$ cat src/rtl/ex_muldiv_unit.sv
// ---------------------------------------------------------------------------
// ex_muldiv_unit
//
// Iterative RV32M/RV64M multiply/divide unit that sits in the execute stage
// next to the single-cycle ALU. One operation is in flight at a time.
//
// Multiplies use a 2*XLEN shift-add accumulator that retires
// MUL_BITS_PER_CYCLE multiplier bits per CALC cycle. Divides use a radix-2
// restoring divider that retires one quotient bit per cycle. Both work on
// operand magnitudes, and the result sign is applied when the result is
// written into the output register.
//
// Optional build macro:
//   MULDIV_EARLY_OUT_EN - a multiply leaves CALC as soon as the remaining
//                         multiplier bits are all zero (a zero multiplier
//                         goes straight to DONE). Divide timing is unchanged.
//
// Ports:
//   clk, rst         clock, synchronous active-high reset
//   flush_i          abort the in-flight op and drop its response
//   req_valid_i      request valid        req_ready_o   unit can accept
//   op_i             funct3 (MUL..REMU)   rs1_i, rs2_i  operands
//   rd_i             destination tag
//   resp_valid_o     result valid         resp_ready_i  consumer takes it
//   result_o, rd_o   result and its tag
//   busy_o           high in CALC or DONE
// ---------------------------------------------------------------------------
module ex_muldiv_unit #(
  parameter int XLEN               = 32,
  parameter int MUL_BITS_PER_CYCLE = 4,
  parameter int RD_W               = 5
) (
  input  logic            clk,
  input  logic            rst,
  input  logic            flush_i,
  input  logic            req_valid_i,
  output logic            req_ready_o,
  input  logic [2:0]      op_i,
  input  logic [XLEN-1:0] rs1_i,
  input  logic [XLEN-1:0] rs2_i,
  input  logic [RD_W-1:0] rd_i,
  output logic            resp_valid_o,
  input  logic            resp_ready_i,
  output logic [XLEN-1:0] result_o,
  output logic [RD_W-1:0] rd_o,
  output logic            busy_o
);

  localparam int K_MUL = XLEN / MUL_BITS_PER_CYCLE;
  localparam int CNT_W = $clog2(XLEN) + 1;

  localparam logic [CNT_W-1:0] MUL_LAST = CNT_W'(K_MUL - 1);
  localparam logic [CNT_W-1:0] DIV_LAST = CNT_W'(XLEN - 1);
  localparam logic [XLEN-1:0]  XMIN     = {1'b1, {(XLEN-1){1'b0}}};

  localparam logic [1:0] S_IDLE = 2'd0;
  localparam logic [1:0] S_CALC = 2'd1;
  localparam logic [1:0] S_DONE = 2'd2;

  localparam logic [2:0] OP_MUL    = 3'd0;
  localparam logic [2:0] OP_MULH   = 3'd1;
  localparam logic [2:0] OP_MULHSU = 3'd2;
  localparam logic [2:0] OP_DIV    = 3'd4;
  localparam logic [2:0] OP_REM    = 3'd6;

  // Conditional two's-complement negation, operand width and product width.
  function automatic logic [XLEN-1:0] cond_neg(input logic [XLEN-1:0] v,
                                               input logic            neg);
    return neg ? -v : v;
  endfunction

  function automatic logic [2*XLEN-1:0] cond_neg_w(input logic [2*XLEN-1:0] v,
                                                   input logic              neg);
    return neg ? -v : v;
  endfunction

  // -------------------------------------------------------------------------
  // State
  //   Multiply: acc = partial product, mcand = shifted multiplicand,
  //             mplier = unprocessed multiplier bits (shifted right).
  //   Divide:   acc[XLEN-1:0] = partial remainder, mplier = dividend bits
  //             shifting out while quotient bits shift in,
  //             mcand[XLEN-1:0] = divisor magnitude.
  // -------------------------------------------------------------------------
  logic [1:0]        state_q,  state_d;
  logic [2:0]        op_q,     op_d;
  logic [RD_W-1:0]   rd_q,     rd_d;
  logic [CNT_W-1:0]  cnt_q,    cnt_d;
  logic [2*XLEN-1:0] acc_q,    acc_d;
  logic [2*XLEN-1:0] mcand_q,  mcand_d;
  logic [XLEN-1:0]   mplier_q, mplier_d;
  logic              neg_q,    neg_d;   // negate product / quotient
  logic              dneg_q,   dneg_d;  // dividend was negative (remainder sign)
  logic [XLEN-1:0]   result_q, result_d;

  // -------------------------------------------------------------------------
  // Handshake
  // -------------------------------------------------------------------------
  logic accept;

  assign req_ready_o = ~rst & ~flush_i &
                       ((state_q == S_IDLE) | ((state_q == S_DONE) & resp_ready_i));
  assign accept      = req_valid_i & req_ready_o;

  assign resp_valid_o = (state_q == S_DONE);
  assign busy_o       = (state_q != S_IDLE);
  assign result_o     = result_q;
  assign rd_o         = rd_q;

  // -------------------------------------------------------------------------
  // Request decode: signedness, magnitudes and the cases that skip CALC
  // -------------------------------------------------------------------------
  logic            a_signed, b_signed, a_neg, b_neg;
  logic            div_zero, div_ovf, mul_zero, special;
  logic [XLEN-1:0] a_mag, b_mag, special_res;

  assign a_signed = (op_i == OP_MUL) | (op_i == OP_MULH) | (op_i == OP_MULHSU) |
                    (op_i == OP_DIV) | (op_i == OP_REM);
  assign b_signed = (op_i == OP_MUL) | (op_i == OP_MULH) |
                    (op_i == OP_DIV) | (op_i == OP_REM);
  assign a_neg    = a_signed & rs1_i[XLEN-1];
  assign b_neg    = b_signed & rs2_i[XLEN-1];
  assign a_mag    = cond_neg(rs1_i, a_neg);
  assign b_mag    = cond_neg(rs2_i, b_neg);

  assign div_zero = op_i[2] & (rs2_i == '0);
  // Only the signed divides (op_i[0] == 0) can overflow.
  assign div_ovf  = op_i[2] & ~op_i[0] & (rs1_i == XMIN) & (rs2_i == '1);

`ifdef MULDIV_EARLY_OUT_EN
  assign mul_zero = ~op_i[2] & (b_mag == '0);
`else
  assign mul_zero = 1'b0;
`endif

  assign special = div_zero | div_ovf | mul_zero;

  // op_i[1] selects remainder (REM/REMU) over quotient (DIV/DIVU).
  // A zero multiplier yields zero, which is the default.
  always_comb begin
    special_res = '0;
    if (div_zero) begin
      special_res = op_i[1] ? rs1_i : '1;
    end else if (div_ovf) begin
      special_res = op_i[1] ? '0 : rs1_i;
    end
  end

  // -------------------------------------------------------------------------
  // One CALC iteration of each datapath
  // -------------------------------------------------------------------------
  logic [2*XLEN-1:0] partial, acc_step, mcand_step, prod_fin;
  logic [XLEN-1:0]   mplier_step, mul_res;
  logic [XLEN:0]     div_shift, div_diff;
  logic [XLEN-1:0]   rem_step, quot_step, div_res;
  logic              mul_last;

  always_comb begin
    partial = '0;
    for (int i = 0; i < MUL_BITS_PER_CYCLE; i++) begin
      if (mplier_q[i]) begin
        partial = partial + (mcand_q << i);
      end
    end
    acc_step    = acc_q + partial;
    mcand_step  = mcand_q << MUL_BITS_PER_CYCLE;
    mplier_step = mplier_q >> MUL_BITS_PER_CYCLE;
    prod_fin    = cond_neg_w(acc_step, neg_q);
    mul_res     = (op_q == OP_MUL) ? prod_fin[XLEN-1:0] : prod_fin[2*XLEN-1:XLEN];
  end

`ifdef MULDIV_EARLY_OUT_EN
  assign mul_last = (cnt_q == MUL_LAST) | (mplier_step == '0);
`else
  assign mul_last = (cnt_q == MUL_LAST);
`endif

  // Restoring step: shift the next dividend bit into the remainder and keep
  // the subtraction only if it did not borrow.
  always_comb begin
    div_shift = {acc_q[XLEN-1:0], mplier_q[XLEN-1]};
    div_diff  = div_shift - {1'b0, mcand_q[XLEN-1:0]};
    if (div_diff[XLEN]) begin
      rem_step  = div_shift[XLEN-1:0];
      quot_step = {mplier_q[XLEN-2:0], 1'b0};
    end else begin
      rem_step  = div_diff[XLEN-1:0];
      quot_step = {mplier_q[XLEN-2:0], 1'b1};
    end
    div_res = op_q[1] ? cond_neg(rem_step, dneg_q) : cond_neg(quot_step, neg_q);
  end

  // -------------------------------------------------------------------------
  // Next state
  // -------------------------------------------------------------------------
  always_comb begin
    state_d  = state_q;
    op_d     = op_q;
    rd_d     = rd_q;
    cnt_d    = cnt_q;
    acc_d    = acc_q;
    mcand_d  = mcand_q;
    mplier_d = mplier_q;
    neg_d    = neg_q;
    dneg_d   = dneg_q;
    result_d = result_q;

    case (state_q)
      S_CALC: begin
        cnt_d = cnt_q + CNT_W'(1);
        if (op_q[2]) begin
          acc_d    = {{XLEN{1'b0}}, rem_step};
          mplier_d = quot_step;
          if (cnt_q == DIV_LAST) begin
            state_d  = S_DONE;
            result_d = div_res;
          end
        end else begin
          acc_d    = acc_step;
          mcand_d  = mcand_step;
          mplier_d = mplier_step;
          if (mul_last) begin
            state_d  = S_DONE;
            result_d = mul_res;
          end
        end
      end
      S_DONE: begin
        if (resp_ready_i) begin
          state_d = S_IDLE;
        end
      end
      default: ;
    endcase

    // An accept in DONE overrides the return to IDLE so issue is bubble-free.
    if (accept) begin
      op_d   = op_i;
      rd_d   = rd_i;
      cnt_d  = '0;
      acc_d  = '0;
      neg_d  = a_neg ^ b_neg;
      dneg_d = a_neg;
      if (op_i[2]) begin
        mcand_d  = {{XLEN{1'b0}}, b_mag};
        mplier_d = a_mag;
      end else begin
        mcand_d  = {{XLEN{1'b0}}, a_mag};
        mplier_d = b_mag;
      end
      if (special) begin
        state_d  = S_DONE;
        result_d = special_res;
      end else begin
        state_d  = S_CALC;
      end
    end

    if (flush_i) begin
      state_d = S_IDLE;
    end
  end

  always_ff @(posedge clk) begin
    if (rst) begin
      state_q  <= S_IDLE;
      op_q     <= '0;
      rd_q     <= '0;
      cnt_q    <= '0;
      acc_q    <= '0;
      mcand_q  <= '0;
      mplier_q <= '0;
      neg_q    <= 1'b0;
      dneg_q   <= 1'b0;
      result_q <= '0;
    end else begin
      state_q  <= state_d;
      op_q     <= op_d;
      rd_q     <= rd_d;
      cnt_q    <= cnt_d;
      acc_q    <= acc_d;
      mcand_q  <= mcand_d;
      mplier_q <= mplier_d;
      neg_q    <= neg_d;
      dneg_q   <= dneg_d;
      result_q <= result_d;
    end
  end

endmodule

$ cat config.mk
export PLATFORM = sky130hd
export DESIGN_NAME = ex_muldiv_unit
export DESIGN_NICKNAME = d
export VERILOG_FILES = /design/src/rtl/ex_muldiv_unit.sv
export SDC_FILE = /design/constraint.sdc
export NUM_CORES = 2
export LEC_CHECK = 0
export CAP_MARGIN = 20
export CORE_MARGIN = 2
export CORE_UTILIZATION = 45
export CTS_CLUSTER_SIZE = 24
export DETAILED_ROUTE_END_ITERATION = 16
export MAX_ROUTING_LAYER = met4
export SLEW_MARGIN = 20
export SYNTH_ARGS = -nofsm -noshare
export SYNTH_HDL_FRONTEND = slang
export SYNTH_SLANG_ARGS = --single-unit
export TNS_END_PERCENT = 30
$ cat constraint.sdc
create_clock -name clk -period 17.8 [get_ports clk]
set_clock_uncertainty 0.1 [all_clocks]
set_input_delay 3.56 -clock clk [delete_from_list [all_inputs] [get_ports clk]]
set_output_delay 3.56 -clock clk [all_outputs]
set_load 0.02 [all_outputs]
# Word level (Yosys, flattened, before mapping)

Index checks and enable logic that the tools add are counted.

$add $sub $neg: 11
Eq/ne operators: 14
Multiplexer cells: 39
Bitwise gates (word level): 22
Reductions and logical operators: 11

Operator list:

| cell                                                                     | count |
|---|---|
| 32-bit 2-to-1 mux                                                        | 22 |
| 64-bit 2-to-1 mux                                                        | 9 |
| 64-bit adder                                                             | 4 |
| 32-bit negator                                                           | 4 |
| 32-bit equality test (second input constant)                             | 2 |
| 64-bit negator                                                           | 1 |
| 33-bit by 32-bit subtractor with 33-bit output                           | 1 |
| 32-bit logical NOT                                                       | 1 |
| 2-bit 2-to-1 mux                                                         | 6 |
| 1-bit bitwise AND                                                        | 10 |
| 4-bit inequality test (second input constant)                            | 2 |
| 1-bit bitwise OR                                                         | 8 |
| 6-bit by 1-bit adder with 6-bit output (second input constant)           | 1 |
| 3-bit equality test (second input constant)                              | 2 |
| 6-bit by 3-bit equality test with 1-bit output (second input constant)   | 1 |
| 6-bit by 5-bit equality test with 1-bit output (second input constant)   | 1 |
| 3-bit logical NOT                                                        | 2 |
| 2-bit case mux with 2 select lines                                       | 1 |
| 4-bit AND reduction                                                      | 1 |
| 2-bit nonzero test                                                       | 2 |
| 2-bit OR reduction                                                       | 2 |
| 3-bit by 1-bit equality test with 1-bit output (second input constant)   | 1 |
| 3-bit by 2-bit equality test with 1-bit output (second input constant)   | 1 |
| 3-bit by 1-bit inequality test with 1-bit output (second input constant) | 1 |
| other kinds (9)                                                          | 11 |

Register bits: 210
Bits of input ports: 77

# Logic depth before layout (Yosys ltp)

Depth after elaboration: 16
Depth in mapped cells: 67
Depth with buffers taken out: 58

# Worst setup path before layout

No wires, ideal clock.

Path type: flip-flop to flip-flop
Start point: register mplier_q[0]
End point: register result_q[29], in the netlist result_o[29]
Setup time: 74 ps
Data arrival time: 13508 ps
Path slack: 4118 ps
Cell stages (with the launch flop): 64
Clock period less this slack: 13682 ps
Cell sequence: dfxtp_1 clkbuf_1 clkbuf_1 clkbuf_1 clkbuf_1 buf_1 buf_1 clkbuf_1 clkbuf_1 nand2_1 inv_1 ha_1 inv_1 fa_1 nor4bb_1 a31oi_1 a2111o_1 and2_1 [28 not listed] xor2_1 mux2_2 ha_1 clkbuf_1 nand2_1 o21ai_0 a221o_1 a221o_1 a21o_1 a2111oi_0 a211oi_1 or2_2 a2111oi_0 nand4_1 or3_1 a31o_1 a211o_1 a31oi_1

Longest elaborated chain between the ends: 16
Elaborated cells between the ends (all ways): 20
Classes of those cells: add/sub (6); mux (14)

RTL lines:

| element                  | RTL line | text |
|---|---|---|
| start: declaration       | 91       | `logic [XLEN-1:0] mplier_q, mplier_d;` |
| start signal: assignment | 283      | `mplier_q <= mplier_d;` |
| 64-bit 2-to-1 mux        | 161      | `if (mplier_q[i]) begin` |
| 64-bit adder             | 162      | `partial = partial + (mcand_q << i);` |
| 64-bit 2-to-1 mux        | 161      |  |
| 64-bit adder             | 162      |  |
| 64-bit 2-to-1 mux        | 161      |  |
| 64-bit adder             | 162      |  |
| 64-bit 2-to-1 mux        | 161      |  |
| 64-bit adder             | 165      | `acc_step = acc_q + partial;` |
| 64-bit negator           | 74       | `return neg ? -v : v;` |
| 64-bit 2-to-1 mux        | 74       |  |
| 32-bit 2-to-1 mux        | 169      | `mul_res = (op_q == OP_MUL) ? prod_fin[XLEN-1:0] : prod_fin[2*XLEN-1:XLEN];` |
| 32-bit 2-to-1 mux        | 222      | `if (mul_last) begin` |
| 32-bit 2-to-1 mux (*)    | 211      | `if (op_q[2]) begin` |
| 32-bit 2-to-1 mux (*)    | 208      | `case (state_q)` |
| 32-bit 2-to-1 mux        | 251      | `if (special) begin` |
| 32-bit 2-to-1 mux (*)    | 237      | `if (accept) begin` |
| end signal: assignment   | 286      | `result_q <= result_d;` |
| end: declaration         | 94       | `logic [XLEN-1:0] result_q, result_d;` |

Every way passes the cells marked *; elsewhere a longest branch is shown, timed or not.
A chain may end at the register's enable or synchronous reset.

# Worst setup path after layout

Same ends and word-level chain as after synthesis.

==> run metrics <==
maximum VDD drop=73.6 uV; Max Clock Freq=69.9 MHz; # setup viols final=0; static leakage=15.7 nW; Net Sw Power=750 uW; die footprint=81800 um^2; final cycle utilization of the critical path=80.4%; via count=40100; yosys warns=0; Worst Setup SP=mplier_q[0]; share of layout cells above drive strength 1=5.24%; post-synthesis sequential area ratio=11.7%; met1 Resource Use GR=49.3%; Seq cells post-synth=210; commonest cells after routing, fill and taps aside=nand2_1, a21oi_1, nor2_1; Final ANT Viol Nets=0; clk_lat worst skew=0.64 ns; Max-Cap Viols=0; r2r startpoint=mplier_q[0]; Core ar.=78900 um^2; Worst Path Required=18.27 ns; pwr dens=48.0 nW/um^2; CP dominant cell by count=a21o_1; Slew @ Worst Pin=1.25 ns; routability cong.=1.01; Initial Utilization=45.4%; Hold Crit Class=reg2reg; reg2reg end=result_o[29]; depth of the most critical reg-to-reg path=53; WL per Instance=23.1 um; Worst Path Arrival=14.77 ns; GRT busiest layer=met2; CTS root buffer=clkbuf_16; CTS buffer count=29; Critical Path Sink Type=flip-flop; GRT Overall Usage=34.5%; grt total ovfl=0; Syn Nets=5638; Int Pwr=1.10 mW; Total Wirelength=144000 um; Fillers=8274; final std cells w/o fill=6206; sequential power share=28.0%; DIE HEIGHT=286 um; Residual DRC=0; cell area after synthesis=35800 um^2; Critical Path Fanout Max=54; DRT iter0 DRCs=4556; Critical Path Source Type=flip-flop; die width=286 um; port bufs=116; post-CTS sizing=0; Vias per Instance=6.46; CTS H-tree lvls=1; Setup crit end=result_o[29]; Mapped Cells=5269; DPL Wire Length=112000 um; Mean Syn Cell Area=6.79 um^2; setup TNS=0 ns; Fin. Hold Viols=0; Final min period=14.31 ns; status=finished clean; Unique masters post-synth=106; met3 Resource Use GR=4.73%; Post-synth EDFFs=0; most common cell after layout, fill and taps aside=nand2_1; placed insts=6146; switch share=40.7%; placed inst area=37400 um^2; WS Path Type=reg2reg; FP Rows=103; synthesis-to-layout area growth=7.50%; Combinational Power Share=36.4%; Post-CTS Setup Repair Bufs=0; reg2reg setup slack=3.49 ns; Nets=5497; Hold-fix buffers, CTS=0; final instance area=38500 um^2; pin count of the biggest net entering global routing=95; slew margin rel.=15.6%; met2 Use GR=50.8%; Fin Hold WS=0.356 ns; ys flop type=dfxtp_1; io pins=117; Sink Count=210; initial antenna violation count=11; clock-pin slew on the worst setup and hold paths=0.07 ns; first drt pass iteration count=6; clock tree buffer depth=3; Post-synth ARST share=0%; RSZ-0062 raised after global routing=false; Max stage delay on crit path=0.95 ns; Final Util=48.8%; Slowest-stage cell, CP=nor4_1; vias in the first global route=35900; CTS tree=done; Slew Viols, Final=0; clock share of power=35.5%; first-pass GRT wire length=218000 um
area by class of cell:
cell class | count | area [um^2] | area share, %
antenna | 5 | 12.5 | 0.0325
sequential | 210 | 4220 | 11.0
inverter | 159 | 597 | 1.55
clock inverter | 14 | 223 | 0.579
multi-input combinational | 4562 | 29800 | 77.4
clock buffer | 40 | 797 | 2.07
timing repair buffer | 166 | 1520 | 3.96
tap | 1050 | 1310 | 3.42
power by group through the flow:
stage | Sequential (mW) | Combinational [mW] | Clock [mW]
3_5_place_dp | 0.526 | 0.647 | 0
3_3_place_gp | 0.526 | 0.647 | 0
2_1_floorplan | 0.503 | 0.457 | 0
5_1_grt | 0.518 | 0.722 | 0.678
6_report | 0.517 | 0.672 | 0.656
4_1_cts | 0.515 | 0.652 | 0.664
worst min-delay path by stage:
stage / cells after the start / end / start / slack [ns]
2_1_floorplan: 2 / mcand_q[63] / mcand_q[63] / 0.34
5_1_grt: 2 / rd_o[3] / rd_o[3] / 0.38
6_report: 2 / rd_o[2] / rd_o[2] / 0.36
3_3_place_gp: 2 / rd_o[0] / rd_o[0] / 0.35
4_1_cts: 2 / mcand_q[63] / mcand_q[63] / 0.36
3_5_place_dp: 2 / mcand_q[63] / mcand_q[63] / 0.35
routing by layer:
metal / routed length (um) / part of all wire, % / vias up
li1: - / - / 19200
met1: 66500 / 46 / 19000
met2: 60900 / 42 / 1687
met3: 12400 / 8.6 / 198
met4: 3700 / 2.6 / 0
met5: 0 / 0 / -
cells in the mapped netlist (61+ instances only):
| cell | instances | area share [%] |
|---|---|---|
| clkbuf_1 | 291 | 3.1 |
| xnor2_1 | 240 | 5.9 |
| mux2i_1 | 79 | 2.2 |
| o211ai_1 | 110 | 2.3 |
| nor3_1 | 109 | 1.5 |
| dfxtp_1 | 210 | 12 |
| nand2b_1 | 61 | 1.1 |
| mux2_2 | 81 | 2.5 |
| a21o_1 | 181 | 3.8 |
| ha_1 | 287 | 10 |
| nor2_1 | 494 | 5.2 |
| nand3_1 | 92 | 1.3 |
| a21oi_1 | 575 | 8.0 |
| o21ai_0 | 344 | 4.8 |
| nand4_1 | 63 | 1.1 |
| a211oi_1 | 86 | 1.8 |
| nand2_1 | 650 | 6.8 |
| inv_1 | 156 | 1.6 |
| xor2_1 | 140 | 3.4 |
logic make-up after synthesis:
kind of cell | count (synthesis) | share of synthesized area, %
XOR/XNOR | 381 | 9.36
AO/OA/AOI/OAI | 1856 | 33.6
AND/OR/NAND/NOR | 1871 | 24.9
multiplexers | 160 | 4.76
adder cells (fa/ha/maj) | 294 | 10.4
flip-flops | 210 | 11.7
buffers and inverters | 497 | 5.29
sequential cells by signal, summed over array words and instances, names as in the netlist:
name	cells
state_q	2
neg_q	1
mplier_q	32
op_q	3
result_o	32
rd_o	5
mcand_q	64
acc_q	64
dneg_q	1
cnt_q	6
through the flow:
stage / worst slack (ns) / power (mW)
floorplan: 4.12 / 0.960
finish: 3.49 / 1.85
CTS: 3.75 / 1.83
detailed placement: 3.81 / 1.17
global placement: 2.73 / 1.17
global route: 2.65 / 1.92
critical path: cells and delay by family, from the launching register on:
family | cells | cell delay, ns
AO/OA/AOI/OAI | 25 | 6.28
flip-flops | 1 | 0.70
AND/OR/NAND/NOR | 13 | 3.65
XOR/XNOR | 5 | 0.83
adder cells (fa/ha/maj) | 5 | 1.85
multiplexers | 2 | 0.60
buffers and inverters | 3 | 0.20
No activity file was read; power rests on OpenSTA's default activity.
